`src/rtl/metronome_beat_scheduler_if.sv`:
```
// Control/status bundle between the BPM/pattern controls and the metronome beat scheduler.
// Signal suffixes are from the scheduler's point of view.
interface metronome_beat_scheduler_if #(
    parameter int BEATS = 4
);
    logic             enable_i;
    logic [9:0]       bpm_i;
    logic [BEATS-1:0] beat_mask_i;
    logic             beat_tick_o;
    logic [1:0]       beat_idx_o;
    logic             click_o;
    logic             accent_o;
    logic             running_o;

    modport master (
        output enable_i, bpm_i, beat_mask_i,
        input  beat_tick_o, beat_idx_o, click_o, accent_o, running_o
    );

    modport slave (
        input  enable_i, bpm_i, beat_mask_i,
        output beat_tick_o, beat_idx_o, click_o, accent_o, running_o
    );
endinterface

```
`src/rtl/metronome_beat_scheduler.sv`:
```
// Metronome beat scheduler: phase accumulator beat ticks, 4-step click pattern, click gate.
// Optional accented downbeat (double-length click, accent_o) enabled by defining METRO_ACCENT_EN.
module metronome_beat_scheduler #(
    parameter int unsigned CLK_HZ       = 50000000,
    parameter int          ACC_W        = 32,
    parameter int          BPM_MAX      = 999,
    parameter int          BEATS        = 4,
    parameter int unsigned CLICK_CYCLES = 2500000
) (
    input  logic                        clock_i,
    input  logic                        reset_i,
    metronome_beat_scheduler_if.slave   bus
);
    // One beat per THRESH accumulated BPM units: THRESH/bpm cycles per beat, no divider.
    localparam logic [ACC_W:0] THRESH = (ACC_W+1)'(64'(CLK_HZ) * 64'd60);

`ifdef METRO_ACCENT_EN
    localparam int unsigned CLICK_MAX = 2 * CLICK_CYCLES;
`else
    localparam int unsigned CLICK_MAX = CLICK_CYCLES;
`endif
    localparam int             CNT_W     = $clog2(CLICK_MAX + 1);
    localparam logic [CNT_W-1:0] CLICK_LEN = CNT_W'(CLICK_CYCLES);
`ifdef METRO_ACCENT_EN
    localparam logic [CNT_W-1:0] ACCENT_LEN = CNT_W'(2 * CLICK_CYCLES);
`endif

    typedef enum logic {IDLE = 1'b0, RUN = 1'b1} state_t;

    state_t           state_q, state_d;
    logic [ACC_W-1:0] acc_q, acc_d;
    logic [9:0]       bpm_act_q, bpm_act_d;
    logic [1:0]       idx_q, idx_d;
    logic             tick_q, tick_d;
    logic [CNT_W-1:0] cnt_q, cnt_d;
`ifdef METRO_ACCENT_EN
    logic             accent_q, accent_d;
`endif

    logic [ACC_W:0]   sum;
    logic             wrap;
    logic [9:0]       bpm_clamped;
    logic [1:0]       idx_inc;
    logic [1:0]       tick_idx;
    logic [BEATS-1:0] hit;
    logic             sound;

    assign sum         = {1'b0, acc_q} + (ACC_W+1)'(bpm_act_q);
    assign wrap        = (sum >= THRESH);
    assign bpm_clamped = (bus.bpm_i > 10'(BPM_MAX)) ? 10'(BPM_MAX) : bus.bpm_i;
    assign idx_inc     = (idx_q == 2'(BEATS-1)) ? 2'd0 : idx_q + 2'd1;
    // Index carried by a tick issued on this edge: 0 at start, otherwise the next step.
    assign tick_idx    = (state_q == IDLE) ? 2'd0 : idx_inc;

    generate
        for (genvar gi = 0; gi < BEATS; gi++) begin : g_hit
            assign hit[gi] = bus.beat_mask_i[gi] & (tick_idx == 2'(gi));
        end
    endgenerate
    assign sound = |hit;

    always_ff @(posedge clock_i) begin
        if (reset_i) begin
            state_q   <= IDLE;
            acc_q     <= '0;
            bpm_act_q <= '0;
            idx_q     <= '0;
            tick_q    <= 1'b0;
            cnt_q     <= '0;
`ifdef METRO_ACCENT_EN
            accent_q  <= 1'b0;
`endif
        end else begin
            state_q   <= state_d;
            acc_q     <= acc_d;
            bpm_act_q <= bpm_act_d;
            idx_q     <= idx_d;
            tick_q    <= tick_d;
            cnt_q     <= cnt_d;
`ifdef METRO_ACCENT_EN
            accent_q  <= accent_d;
`endif
        end
    end

    always_comb begin
        state_d = state_q;
        case (state_q)
            IDLE:    if (bus.enable_i)  state_d = RUN;
            RUN:     if (!bus.enable_i) state_d = IDLE;
            default: state_d = IDLE;
        endcase
    end

    always_comb begin
        acc_d     = acc_q;
        bpm_act_d = bpm_act_q;
        idx_d     = idx_q;
        tick_d    = 1'b0;
        cnt_d     = (cnt_q != '0) ? cnt_q - 1'b1 : '0;
`ifdef METRO_ACCENT_EN
        accent_d  = accent_q && (cnt_q > CNT_W'(1));
`endif
        case (state_q)
            IDLE: begin
                cnt_d = '0;
`ifdef METRO_ACCENT_EN
                accent_d = 1'b0;
`endif
                if (bus.enable_i) begin
                    acc_d     = '0;
                    bpm_act_d = bpm_clamped;
                    idx_d     = 2'd0;
                    tick_d    = 1'b1;
                end
            end
            RUN: begin
                if (!bus.enable_i) begin
                    acc_d = '0;
                    idx_d = 2'd0;
                    cnt_d = '0;
`ifdef METRO_ACCENT_EN
                    accent_d = 1'b0;
`endif
                end else if (wrap) begin
                    acc_d     = ACC_W'(sum - THRESH);
                    tick_d    = 1'b1;
                    idx_d     = idx_inc;
                    bpm_act_d = bpm_clamped;
                end else begin
                    acc_d = sum[ACC_W-1:0];
                end
            end
            default: ;
        endcase
        // A sounding tick (re)loads the click; a masked tick leaves any running click alone.
        if (tick_d && sound) begin
`ifdef METRO_ACCENT_EN
            if (tick_idx == 2'd0) begin
                cnt_d    = ACCENT_LEN;
                accent_d = 1'b1;
            end else begin
                cnt_d    = CLICK_LEN;
                accent_d = 1'b0;
            end
`else
            cnt_d = CLICK_LEN;
`endif
        end
    end

    assign bus.beat_tick_o = tick_q;
    assign bus.beat_idx_o  = idx_q;
    assign bus.click_o     = (cnt_q != '0);
    assign bus.running_o   = (state_q == RUN);
`ifdef METRO_ACCENT_EN
    assign bus.accent_o    = accent_q;
`else
    assign bus.accent_o    = 1'b0;
`endif
endmodule

```
`src/flat_wrapper.sv`:
```
// flat-port wrapper written by rule: the top's interface ports become plain ports
module metronome_beat_scheduler_flat 
#(
    parameter int unsigned CLK_HZ       = 50000000,
    parameter int          ACC_W        = 32,
    parameter int          BPM_MAX      = 999,
    parameter int          BEATS        = 4,
    parameter int unsigned CLICK_CYCLES = 2500000
)
  (clock_i, reset_i, bus_enable_i, bus_bpm_i, bus_beat_mask_i, bus_beat_tick_o, bus_beat_idx_o, bus_click_o, bus_accent_o, bus_running_o);
  metronome_beat_scheduler_if #(.BEATS(BEATS)) bus_i ();
  input  logic clock_i;
  input  logic reset_i;
  input wire logic [$bits(bus_i.enable_i)-1:0] bus_enable_i;
  input wire logic [$bits(bus_i.bpm_i)-1:0] bus_bpm_i;
  input wire logic [$bits(bus_i.beat_mask_i)-1:0] bus_beat_mask_i;
  output wire logic [$bits(bus_i.beat_tick_o)-1:0] bus_beat_tick_o;
  output wire logic [$bits(bus_i.beat_idx_o)-1:0] bus_beat_idx_o;
  output wire logic [$bits(bus_i.click_o)-1:0] bus_click_o;
  output wire logic [$bits(bus_i.accent_o)-1:0] bus_accent_o;
  output wire logic [$bits(bus_i.running_o)-1:0] bus_running_o;
  assign bus_i.enable_i = bus_enable_i;
  assign bus_i.bpm_i = bus_bpm_i;
  assign bus_i.beat_mask_i = bus_beat_mask_i;
  assign bus_beat_tick_o = bus_i.beat_tick_o;
  assign bus_beat_idx_o = bus_i.beat_idx_o;
  assign bus_click_o = bus_i.click_o;
  assign bus_accent_o = bus_i.accent_o;
  assign bus_running_o = bus_i.running_o;
  metronome_beat_scheduler #(.CLK_HZ(CLK_HZ), .ACC_W(ACC_W), .BPM_MAX(BPM_MAX), .BEATS(BEATS), .CLICK_CYCLES(CLICK_CYCLES)) u_core (.clock_i(clock_i), .reset_i(reset_i), .bus(bus_i));
endmodule
```
`config.mk`:
```
export PLATFORM = sky130hd
export DESIGN_NAME = metronome_beat_scheduler_flat
export DESIGN_NICKNAME = d
export VERILOG_FILES = /design/src/rtl/metronome_beat_scheduler_if.sv /design/src/rtl/metronome_beat_scheduler.sv /design/src/flat_wrapper.sv
export SDC_FILE = /design/constraint.sdc
export NUM_CORES = 1
export LEC_CHECK = 0
export BUFFER_PORTS_ARGS = -buffer_cell sky130_fd_sc_hd__buf_2
export CAP_MARGIN = 10
export CORE_ASPECT_RATIO = 1.2
export CORE_UTILIZATION = 50
export DETAILED_ROUTE_END_ITERATION = 16
export PLACE_DENSITY_LB_ADDON = 0.15
export SLEW_MARGIN = 20
export SYNTH_ARGS = -nofsm -noshare
export SYNTH_HDL_FRONTEND = slang
export SYNTH_SLANG_ARGS = --single-unit
export TNS_END_PERCENT = 1
```
`constraint.sdc`:
```
create_clock -name clock_i -period 5.6 [get_ports clock_i]
set_input_delay 0.28 -clock clock_i [delete_from_list [all_inputs] [get_ports clock_i]]
set_output_delay 0.28 -clock clock_i [all_outputs]
set_load 0.1 [all_outputs]
```
==> impl_metrics.ini <==
[pwr]
p_sw_w = 0.000322
p_total_w = 0.00113
clkPwrFrac_pct = 40.4
combPwrFrac_pct = 14.7
p_leak_nw = 1.84
p_seq_share_pct = 44.9
p_per_area_nw_per_um2 = 235
intPower_w = 0.000812
p_sw_share_pct = 28.4
ir_drop_v = 0.000125

[layout]
area_growth_pct = 7.78
fin_nets = 570
layout-drive-gt1-share_pct = 14.5
layout.cells.non_filler = 661
n_antenna_cell = 0
stdcell_area_um2 = 4820

[synth]
ys_seq_area_share_pct = 30.4
synth_top_area_share_pct = 30.4
syn_inst = 530
synthTopCellsByCount = dfxtp_1 (68), nand2_1 (54), nor2_1 (53)
synth_flop_cell = dfxtp_1
async_flop_share_pct = 0
synth_most_common_cell = dfxtp_1
synth_nets = 561
ys_seq_elements = 68
synth.area.top_cells = dfxtp_1 (30%), xnor2_1 (6.3%), nand2_1 (4.5%)
synth_cell_type_count = 85
yosys.area.top_type = dfxtp_1
synthesis.area_um2 = 4470
avgSynthCellArea_um2 = 8.44
synth-edff-count = 0
yosys_warnings = 0

[critical_path]
end_kind = flop
startpoint_type = flop
r2r_slack_ns = 0.97
path_delay_family = compound AO/OA/AOI/OAI gates
cp_num_buf_inv = 1
crit_chain = ha_1 > and3_4 > a221o_2 > a31oi_2 > buf_4 > xnor2_1 > ha_1 > o31ai_1 > a21oi_2 > and3b_1 > o311ai_4 > nand2_4 > a21boi_4 > a21o_2 > nor2_1
crit_path_max_fanout = 14
crit_required_ns = 5.83
max_stage_delay_ns = 0.53
crit_path_frequent_cell = ha_1
worstPathArrival_ns = 4.87
reg2reg_depth = 15
cp.depth = 15
critical_path_class = flop to flop
crit_slowest_cell = a21boi_4

[route]
wl_per_cell_um = 15.5
wl_mm = 10.2
vias = 3864
drc = 0
first_pass_iters = 5
drt_iter0_drc = 177
drtAntennaViolNets = 0
via_per_inst = 5.85

[clock_network]
hold_buffers = 0
cts_tree = yes
clockBufferDepth = 2
root_buffer = clkbuf_8
post_cts_resized = 0
cts_made_buffers = 9
h-tree-depth = 3
numClockSinks = 68
clkLatencyLatePin_ns = 0.35
post_cts.repair.setup_buffers = 0
clk_pin_slew_ns = 0.08

[global_route]
grt_pass1_vias = 3717
grt_start_max_net_pins = 24
grt_pass1_wl_mm = 17.3
overflow = 0
antenna_found_initial = 0
grt_usage_pct = 23.9

[job]
max_cap_violations = 0

[timing]
worst_pin_slew_ns = 0.819
rsz0062_at_grt = no
finClkSkew_ns = 0.0107
relSlewSlack_pct = 44.9
fmax_mhz = 216
tns_ns = 0
finalHoldViolCount = 0
period_share_pct = 82.7
min_period_ns = 4.63
drv_slew = 0
fin_ws_ns = 0.966
finalSetupViolCount = 0

[placed_design]
pre_cts_ws_ns = 1.01
gp_congestion = 0.918
place_inst = 645
dp_hpwl_mm = 7.57
io_buffers = 21
dpl_cell_area_um2 = 4600

[outcome]
outcome = finished clean

[hold_path]
hp-class = primary input to flop
hold_depth = 3

[floorplanning]
ios = 23
core.rowCount = 37
dieArea_um2 = 9330
dieWidth_um = 88.3
start_util_pct = 51.9
die_h_um = 106
design.core.area_um2 = 8610
## cells by family (layout without fill, tap and decap cells)
| logic type | count (synthesis) | after routing | share of synthesized area (%) |
|---|---|---|---|
| AO/OA/AOI/OAI | 133 | 133 | 23.6 |
| XOR/XNOR | 56 | 56 | 11.1 |
| adder cells (fa/ha/maj) | 14 | 14 | 4.09 |
| buffers and inverters | 37 | 51 | 4.31 |
| flip-flops | 68 | 68 | 30.4 |
| multiplexers | 9 | 9 | 2.29 |
| other | 1 | 1 | 0.0839 |
| AND/OR/NAND/NOR | 212 | 212 | 24.0 |
## worst reg2reg max path: stages, from the launching register on
cell and delay, ns:
dfxtp_1 0.33, ha_1 0.44, and3_4 0.25, a221o_2 0.45, a31oi_2 0.17, buf_4 0.22, xnor2_1 0.21, ha_1 0.24
o31ai_1 0.10, a21oi_2 0.26, and3b_1 0.25, o311ai_4 0.37, nand2_4 0.21, a21boi_4 0.54, a21o_2 0.40, nor2_1 0.08
## layout by cell type (no fill, tap or decap), types with 7 or more instances in the layout
master,instances
o21ai_1,8
and3_1,7
nor2_1,52
a211oi_2,7
nand2_1,54
o21ai_0,27
dfxtp_1,68
inv_1,11
a211o_1,7
ha_1,13
buf_2,21
nand3_1,12
a22o_1,10
nor4_1,10
clkbuf_8,9
a21o_1,7
nand4_1,15
nor3_1,16
mux2i_1,8
xnor2_1,32
a21oi_1,17
xor2_1,23
## final cells by class
type | instances | area (um^2)
clock buffer | 9 | 124
clock inverter | 7 | 98.8
fill | 826 | 3790
inverter | 11 | 41.3
multi-input combinational | 425 | 2920
sequential | 68 | 1360
tap | 117 | 146
timing repair buffer | 24 | 128
## per-layer routing
| metal | wire (um) | vias up | track usage [%] |
|---|---|---|---|
| li1 | - | 1960 | - |
| met1 | 4800 | 1804 | 31.2 |
| met2 | 4810 | 81 | 38.3 |
| met3 | 387 | 19 | 3.84 |
| met4 | 230 | 0 | 10.3 |
| met5 | 0 | - | 0 |
## flip-flops by register name, summed over array words and instances, names as in the netlist
signal	count
u_core.acc_q	32
u_core.cnt_q	22
u_core.bpm_act_q	10
u_core.bus.beat_idx_o	2
u_core.bus.beat_tick_o	1
u_core.bus.running_o	1
## power by group through the flow
stage          clock [W]  combinational (W)  sequential (W)
2_1_floorplan          0           0.000133        0.000522
3_3_place_gp           0           0.000163        0.000520
3_5_place_dp           0           0.000166        0.000521
4_1_cts         0.000469           0.000167        0.000509
5_1_grt         0.000491           0.000184        0.000511
6_report        0.000459           0.000166        0.000509
## stage by stage
stage                     utilization (%)  hold WS (ns)
final                                56.0         0.191
after global routing                 56.0         0.200
after CTS                            56.0         0.178
after detailed placement             53.4         0.434
after global placement               53.4         0.421
after floorplan                         -         0.414
## path summary, 6_finish.rpt
check / start / to
worst min register to register: u_core.cnt_q[0] / u_core.cnt_q[0]
worst max-delay path: u_core.bpm_act_q[9] / u_core.cnt_q[4]
worst max register to register: u_core.bpm_act_q[9] / u_core.cnt_q[4]
worst min-delay path: bus_bpm_i[8] / u_core.bpm_act_q[8]
Note: power is estimated with default switching activity, not from simulation.
